File: config.mk
export PLATFORM = sky130hd
export DESIGN_NAME = alu_writeback
export DESIGN_NICKNAME = d
export VERILOG_FILES = /design/src/rtl/alu_pkg.sv /design/src/rtl/alu_flag_calc.sv /design/src/rtl/alu_writeback.sv
export SDC_FILE = /design/constraint.sdc
export NUM_CORES = 1
export LEC_CHECK = 0
export BUFFER_PORTS_ARGS = -buffer_cell sky130_fd_sc_hd__buf_4
export CAP_MARGIN = 20
export CORE_MARGIN = 3
export CORE_UTILIZATION = 45
export DETAILED_ROUTE_END_ITERATION = 6
export PLACE_DENSITY = 0.72
export SLEW_MARGIN = 20
export SYNTH_ARGS = -nofsm -noshare
export SYNTH_HDL_FRONTEND = slang
export SYNTH_SLANG_ARGS = --single-unit
File: constraint.sdc
create_clock -name clk -period 2.2 [get_ports clk]
set_clock_uncertainty 0.15 [all_clocks]
set_input_delay 0.44 -clock clk [delete_from_list [all_inputs] [get_ports clk]]
set_output_delay 0.44 -clock clk [all_outputs]
set_load 0.005 [all_outputs]
File: src/rtl/alu_pkg.sv
// alu_pkg: shared ALU opcodes, writeback encodings and status-register bit indices
package alu_pkg;
  localparam logic [7:0] OP_AND = 8'h01;
  localparam logic [7:0] OP_ORA = 8'h02;
  localparam logic [7:0] OP_EOR = 8'h03;
  localparam logic [7:0] OP_BIT = 8'h04;
  localparam logic [7:0] OP_ASL = 8'h11;
  localparam logic [7:0] OP_LSR = 8'h12;
  localparam logic [7:0] OP_ROL = 8'h13;
  localparam logic [7:0] OP_ROR = 8'h14;
  localparam logic [7:0] OP_ADD = 8'h21;
  localparam logic [7:0] OP_INC = 8'h22;
  localparam logic [7:0] OP_SUB = 8'h23;
  localparam logic [7:0] OP_DEC = 8'h24;
  localparam logic [1:0] WB_DEST_NONE = 2'd0;
  localparam logic [1:0] WB_DEST_A = 2'd1;
  localparam logic [1:0] WB_DEST_X = 2'd2;
  localparam logic [1:0] WB_DEST_Y = 2'd3;
  localparam logic [2:0] P_OP_NONE = 3'd0;
  localparam logic [2:0] P_OP_CLC = 3'd1;
  localparam logic [2:0] P_OP_SEC = 3'd2;
  localparam logic [2:0] P_OP_CLI = 3'd3;
  localparam logic [2:0] P_OP_SEI = 3'd4;
  localparam logic [2:0] P_OP_CLD = 3'd5;
  localparam logic [2:0] P_OP_SED = 3'd6;
  localparam logic [2:0] P_OP_CLV = 3'd7;
  localparam int P_C = 0;
  localparam int P_Z = 1;
  localparam int P_I = 2;
  localparam int P_D = 3;
  localparam int P_V = 6;
  localparam int P_N = 7;
  // flag-enable vector is {N,V,Z,C}
  localparam int FE_C = 0;
  localparam int FE_Z = 1;
  localparam int FE_V = 2;
  localparam int FE_N = 3;
  typedef struct packed {
    logic [7:0] op;
    logic [1:0] dest;
    logic [3:0] flag_en;
    logic       a7;
    logic       b7;
    logic [7:0] y;
    logic       carry;
  } wb_stage_t;
endpackage

File: src/rtl/alu_flag_calc.sv
// alu_flag_calc: candidate N/Z/C/V from a staged ALU result
module alu_flag_calc
  import alu_pkg::*;
(
  input  logic [7:0] y,
  input  logic       carry,
  input  logic       a7,
  input  logic       b7,
  input  logic [7:0] op,
  output logic       n,
  output logic       z,
  output logic       c,
  output logic       v,
  output logic       v_ok
);
  assign n = y[7];
  assign z = (y == 8'h00);
  assign c = carry;
  // V only has meaning for add/subtract; v_ok gates it
  assign v_ok = (op == OP_ADD) || (op == OP_SUB);
  assign v = (op == OP_SUB) ? ((a7 != b7) && (y[7] != a7)) : ((a7 == b7) && (y[7] != a7));
endmodule

File: src/rtl/alu_writeback.sv
// alu_writeback: one-entry staging of ALU results, commit to A/X/Y and status P
module alu_writeback
  import alu_pkg::*;
#(
  parameter logic [7:0] P_RESET = 8'h34,
  parameter logic [7:0] A_RESET = 8'h00
) (
  input  logic       clk,
  input  logic       rst_n,
  input  logic       wb_valid,
  input  logic [7:0] wb_op,
  input  logic [1:0] wb_dest,
  input  logic [3:0] wb_flag_en,
  input  logic       wb_a7,
  input  logic       wb_b7,
  input  logic [7:0] wb_y,
  input  logic       wb_carry,
  input  logic [2:0] p_op,
  input  logic       p_load,
  input  logic [7:0] p_load_data,
  output logic [7:0] reg_a,
  output logic [7:0] reg_x,
  output logic [7:0] reg_y,
  output logic [7:0] reg_p,
  output logic       carry_fwd,
  output logic       commit
);
  logic      s_valid;
  wb_stage_t s;
  logic      f_n, f_z, f_c, f_v, f_v_ok;
  logic [7:0] p_commit, p_next;
  alu_flag_calc u_flag (
    .y(s.y), .carry(s.carry), .a7(s.a7), .b7(s.b7), .op(s.op),
    .n(f_n), .z(f_z), .c(f_c), .v(f_v), .v_ok(f_v_ok)
  );
  always_comb begin
    p_commit = reg_p;
    p_commit[P_N] = (s_valid && s.flag_en[FE_N]) ? f_n : reg_p[P_N];
    p_commit[P_Z] = (s_valid && s.flag_en[FE_Z]) ? f_z : reg_p[P_Z];
    p_commit[P_C] = (s_valid && s.flag_en[FE_C]) ? f_c : reg_p[P_C];
    p_commit[P_V] = (s_valid && s.flag_en[FE_V] && f_v_ok) ? f_v : reg_p[P_V];
    p_next = p_commit;
    p_next[P_C] = (p_op == P_OP_CLC) ? 1'b0 : (p_op == P_OP_SEC) ? 1'b1 : p_commit[P_C];
    p_next[P_I] = (p_op == P_OP_CLI) ? 1'b0 : (p_op == P_OP_SEI) ? 1'b1 : p_commit[P_I];
    p_next[P_D] = (p_op == P_OP_CLD) ? 1'b0 : (p_op == P_OP_SED) ? 1'b1 : p_commit[P_D];
    p_next[P_V] = (p_op == P_OP_CLV) ? 1'b0 : p_commit[P_V];
    p_next = p_load ? p_load_data : p_next;
    p_next[5:4] = 2'b11;
  end
  always_ff @(posedge clk or negedge rst_n) begin
    if (!rst_n) begin
      s_valid <= 1'b0;
      s <= '0;
      reg_a <= A_RESET;
      reg_x <= A_RESET;
      reg_y <= A_RESET;
      reg_p <= P_RESET;
    end else begin
      s_valid <= wb_valid;
      if (wb_valid) s <= '{op: wb_op, dest: wb_dest, flag_en: wb_flag_en, a7: wb_a7,
                           b7: wb_b7, y: wb_y, carry: wb_carry};
      reg_a <= (s_valid && s.dest == WB_DEST_A) ? s.y : reg_a;
      reg_x <= (s_valid && s.dest == WB_DEST_X) ? s.y : reg_x;
      reg_y <= (s_valid && s.dest == WB_DEST_Y) ? s.y : reg_y;
      reg_p <= p_next;
    end
  end
  assign commit = s_valid;
  // forward the in-flight carry so chained ADC/SBC/ROL see it before commit
  assign carry_fwd = (s_valid && s.flag_en[FE_C]) ? s.carry : reg_p[P_C];
endmodule
Word-level counts from Yosys, hierarchy flattened
Cells that the tools add are included.
- eq/ne operators: 15
- mux-type cells: 13
- reductions and logical operators: 17
- operators with widths (operator ; count):
    $eq A8 B6 Y1 const B ; 2
    $eq A3 B3 Y1 const B ; 4
    $mux W1 ; 12
    $logic_and A1 B1 Y1 ; 10
    $reduce_bool A3 Y1 ; 3
    $logic_not A8 Y1 ; 1
    $mux W8 ; 1
    $eq A3 B2 Y1 const B ; 2
    $eq A2 B2 Y1 const B ; 2
    $reduce_bool A2 Y1 ; 2
    $eq A3 B1 Y1 const B ; 1
    $eq A2 B1 Y1 const B ; 1
    $ne A1 B1 Y1 ; 2
    $eq A1 B1 Y1 ; 1
    $logic_or A1 B1 Y1 ; 1
- bits in registers: 56
- input port bits: 40
- output and inout bits: 34

Longest topological paths before layout
- depth after elaboration: 6
- mapped depth: 5
- depth with buffers taken out: 4

Cells and area by module
Synthesis repeated with hierarchy kept, for this count alone.
- cells, all modules: 164
- area, all modules: 2391.0 µm²
- modules (own cells, without submodules) (module ; instances ; cells an instance ; area each (µm²) ; seq. area each (µm²)):
    alu_writeback ; 1 ; 148 ; 2268.4 ; 1402.6
    alu_flag_calc ; 1 ; 16 ; 122.6 ; 0.0

Worst setup path after synthesis
Ideal clock, no wire load.
- kind: reg2out
- start point: register s_valid, in the netlist commit
- end point: output port carry_fwd
- arrival: 987 ps
- data required time: 1610 ps
- slack: 623 ps
- cell stages (with the launch flop): 4
- path through: dfrtp_1 -> buf_2 -> and3_1 -> or2_2
- word-level cells in the longest chain between the ends: 2
- RTL lines (element ; line ; source):
    from (decl) ; alu_writeback.sv:28 ; logic s_valid;
    from (signal assigned) ; alu_writeback.sv:59 ; s_valid <= wb_valid;
    $logic_and A1 B1 Y1 ; alu_writeback.sv:70 ; assign carry_fwd = (s_valid && s.flag_en[FE_C]) ? s.carry : reg_p[P_C];
    $mux W1 ; alu_writeback.sv:70 ;
    to (decl) ; alu_writeback.sv:25 ; output logic carry_fwd,
No other way between the ends.

Final worst setup path
Ends and elaborated chain as after synthesis.

==> impl_metrics.yaml <==
die:
  rows: 25
  initial_core_util_pct: 47.7
  io_pins: 74
  die_h_microns: 77.4
  die-area_sq_um: 6000
  core_sq_um: 4820
  die_w_microns: 77.4
global_routing:
  grtUsageMet1_pct: 22.0
  grtUsageTotal_pct: 16.6
  grt_max_degree: 57
  antenna_found_initial: 0
  grt_use_met2_pct: 25.0
  gr-total-overflow: 0
  grt_pass1_wl_microns: 7620
  grt_use_met3_pct: 6.61
  grt_pass1_vias: 1544
  grt.busiest_layer: "met2"
placed_design:
  routabilityCongestion: 0.698
  dp_hpwl_microns: 3280
  io_buffers: 69
synth:
  synth_top_area_share_pct: 59.9
  synth-edff-count: 0
  yosys.area.top_type: "dfrtp_1"
  ys_seq_area_share_pct: 61.1
  synth_area_sq_um: 2300
  synth-seq-cells: 56
  synth_cell_types: 34
  synthCells: 158
  synthFlopType: "dfrtp_1"
  synth_area_leaders: "dfrtp_1 60%, mux2_2 25%, dfstp_2 1.1%"
  synth_most_common_cell: "dfrtp_1"
  synth_commonest_cells: "55 x dfrtp_1, 50 x mux2_2, 7 x nand2_1, 4 x o21ai_0, 3 x buf_2"
  ys_warn_count: 0
  avgSynthCellArea_sq_um: 14.5
  synth-async-reset-ratio_pct: 100
final_layout:
  nNetsFinal: 268
  diodes: 0
  syn_to_final_growth_pct: 28.7
  drive_gt1_share_pct: 56.3
  finalCoreUtilization_pct: 61.3
sta:
  grt_setup_unrepaired: "no"
  clock.fmax_mhz: 487
  worst_pin_slew_ns: 0.696
  maxSlewHeadroom_pct: 53.6
  finalHoldViolations: 0
  whs_ns: 0.0218
  drv_slew: 0
  setup_tns_ns: 0
  final-setup-viol-count: 0
  post-route-min-period_ns: 2.05
  finalCritPeriodShare_pct: 93.2
drt:
  via_per_inst: 5.08
  drc: 0
  wl_per_cell_microns: 15.6
  wl_microns: 4600
  via_count: 1503
  drt_first_pass_iters: 4
  ant_nets: 0
  drt_iter0_drc: 71
run:
  drv_cap: 0
cts:
  cts_tree: "yes"
  cts-root-to-sink-buffers: 2
  htree_levels: 2
  postCtsHoldBufs: 0
  insertion_delay_ns: 0.30
  cts.clk_slew.worst_paths_ns: 0.09
  cts_resized: 0
  cts.sinks: 56
  root_buffer: "clkbuf_8"
  cts_buffers: 5
  postCtsSetupBuffers: 0
hold_path:
  hold_class: "primary input to async pin"
setup_path:
  rrSetupSlack_ns: 0.55
  crit_path_end_kind: "output port"
  reg2regPathDepth: 4
  cp.arrival_ns: 1.46
  cp.required_ns: 1.61
  r2r-start: "s[21]$_DFFE_PN0P_"
  worstSetupPathType: "register to output port"
  startpoint_type: "register"
  cp_max_fo: 9
  worstReg2RegEnd: "reg_p[6]$_DFFE_PN0P_"
power_and_ir_drop:
  p_sw_share_pct: 25.1
  p_sw_uw: 637
  seqPwrFrac_pct: 53.5
  comb_power_share_pct: 24.2
  pwr_density_cell_nw_per_um2: 861
  power_frac_clock_pct: 22.3
  ir_worst_vdd_v: 0.000540
  p_int_mw: 1.91
  p_leak_nw: 1.36
run_status:
  status: "complete, no violations"
## worst max path at each step
stage	from	endpoint	slack (ns)	cells past startpoint
floorplan	commit$_DFF_PN0_	carry_fwd	0.62	3
global route	commit$_DFF_PN0_	carry_fwd	0.08	3
finish	commit$_DFF_PN0_	carry_fwd	0.15	3
global placement	commit$_DFF_PN0_	carry_fwd	0.51	3
detailed placement	commit$_DFF_PN0_	carry_fwd	0.49	3
CTS	commit$_DFF_PN0_	carry_fwd	0.15	3
## cell usage in the layout (no fill, tap or decap), types with 2 or more instances in the layout
master	count
buf_4	69
nand3_1	2
a21oi_1	2
nand2b_1	2
nand2_1	7
clkbuf_8	6
mux2_2	50
nand3b_1	2
clkbuf_1	2
o21ai_0	4
or4_1	2
o2bb2ai_1	2
nor2b_1	2
and2_1	2
conb_1	2
dfrtp_1	55
## area by class of cell
cell class,count,area [sq um]
clock buffer,8,90.1
fill,410,1860
multi-input combinational,96,860
sequential,56,1400
tap,67,83.8
timing repair buffer,69,518
## cells by family (layout without fill, tap and decap cells)
kind of cell | Yosys count | count (layout) | share of synthesized area (%)
multiplexers | 51 | 51 | 25.0
flip-flops | 56 | 56 | 61.1
XOR/XNOR | 2 | 2 | 0.763
other | 1 | 2 | 0.163
AO/OA/AOI/OAI | 16 | 16 | 4.63
buffers and inverters | 7 | 77 | 1.63
AND/OR/NAND/NOR | 25 | 25 | 6.76
## power groups by stage
stage	sequential, mW	clock (mW)	combinational (mW)
final	1.36	0.568	0.616
after CTS	1.36	0.580	0.629
after global placement	1.38	0	0.617
after floorplan	1.37	0	0.255
after global routing	1.39	0.630	0.671
after detailed placement	1.38	0	0.628
## metrics by stage
stage / setup WS (ns) / total power [mW] / std cells / cell area [sq um]
after global routing: 0.0777 / 2.70 / 296 / 2950
final: 0.149 / 2.54 / 296 / 2950
after detailed placement: 0.494 / 2.01 / 288 / 2860
after CTS: 0.147 / 2.57 / 296 / 2950
after global placement: 0.508 / 2.00 / 288 / 2860
after floorplan: 0.623 / 1.63 / 159 / 2300
## critical path, stage by stage (launching register included)
cell and delay [ns]:
dfrtp_1 0.49, and3_1 0.22, or2_2 0.31, buf_4 0.14
## registers in the layout, summed over array words and instances (netlist names)
name,flops
reg_x,8
commit,1
reg_a,8
reg_y,8
reg_p,6
s,25
## routing by layer
layer / vias up / part of all wire, %
met5: - / 0
met4: 0 / 0.89
met3: 4 / 8.1
met2: 54 / 46
met1: 742 / 45
li1: 703 / -
Power figures use the tool's default switching activity.
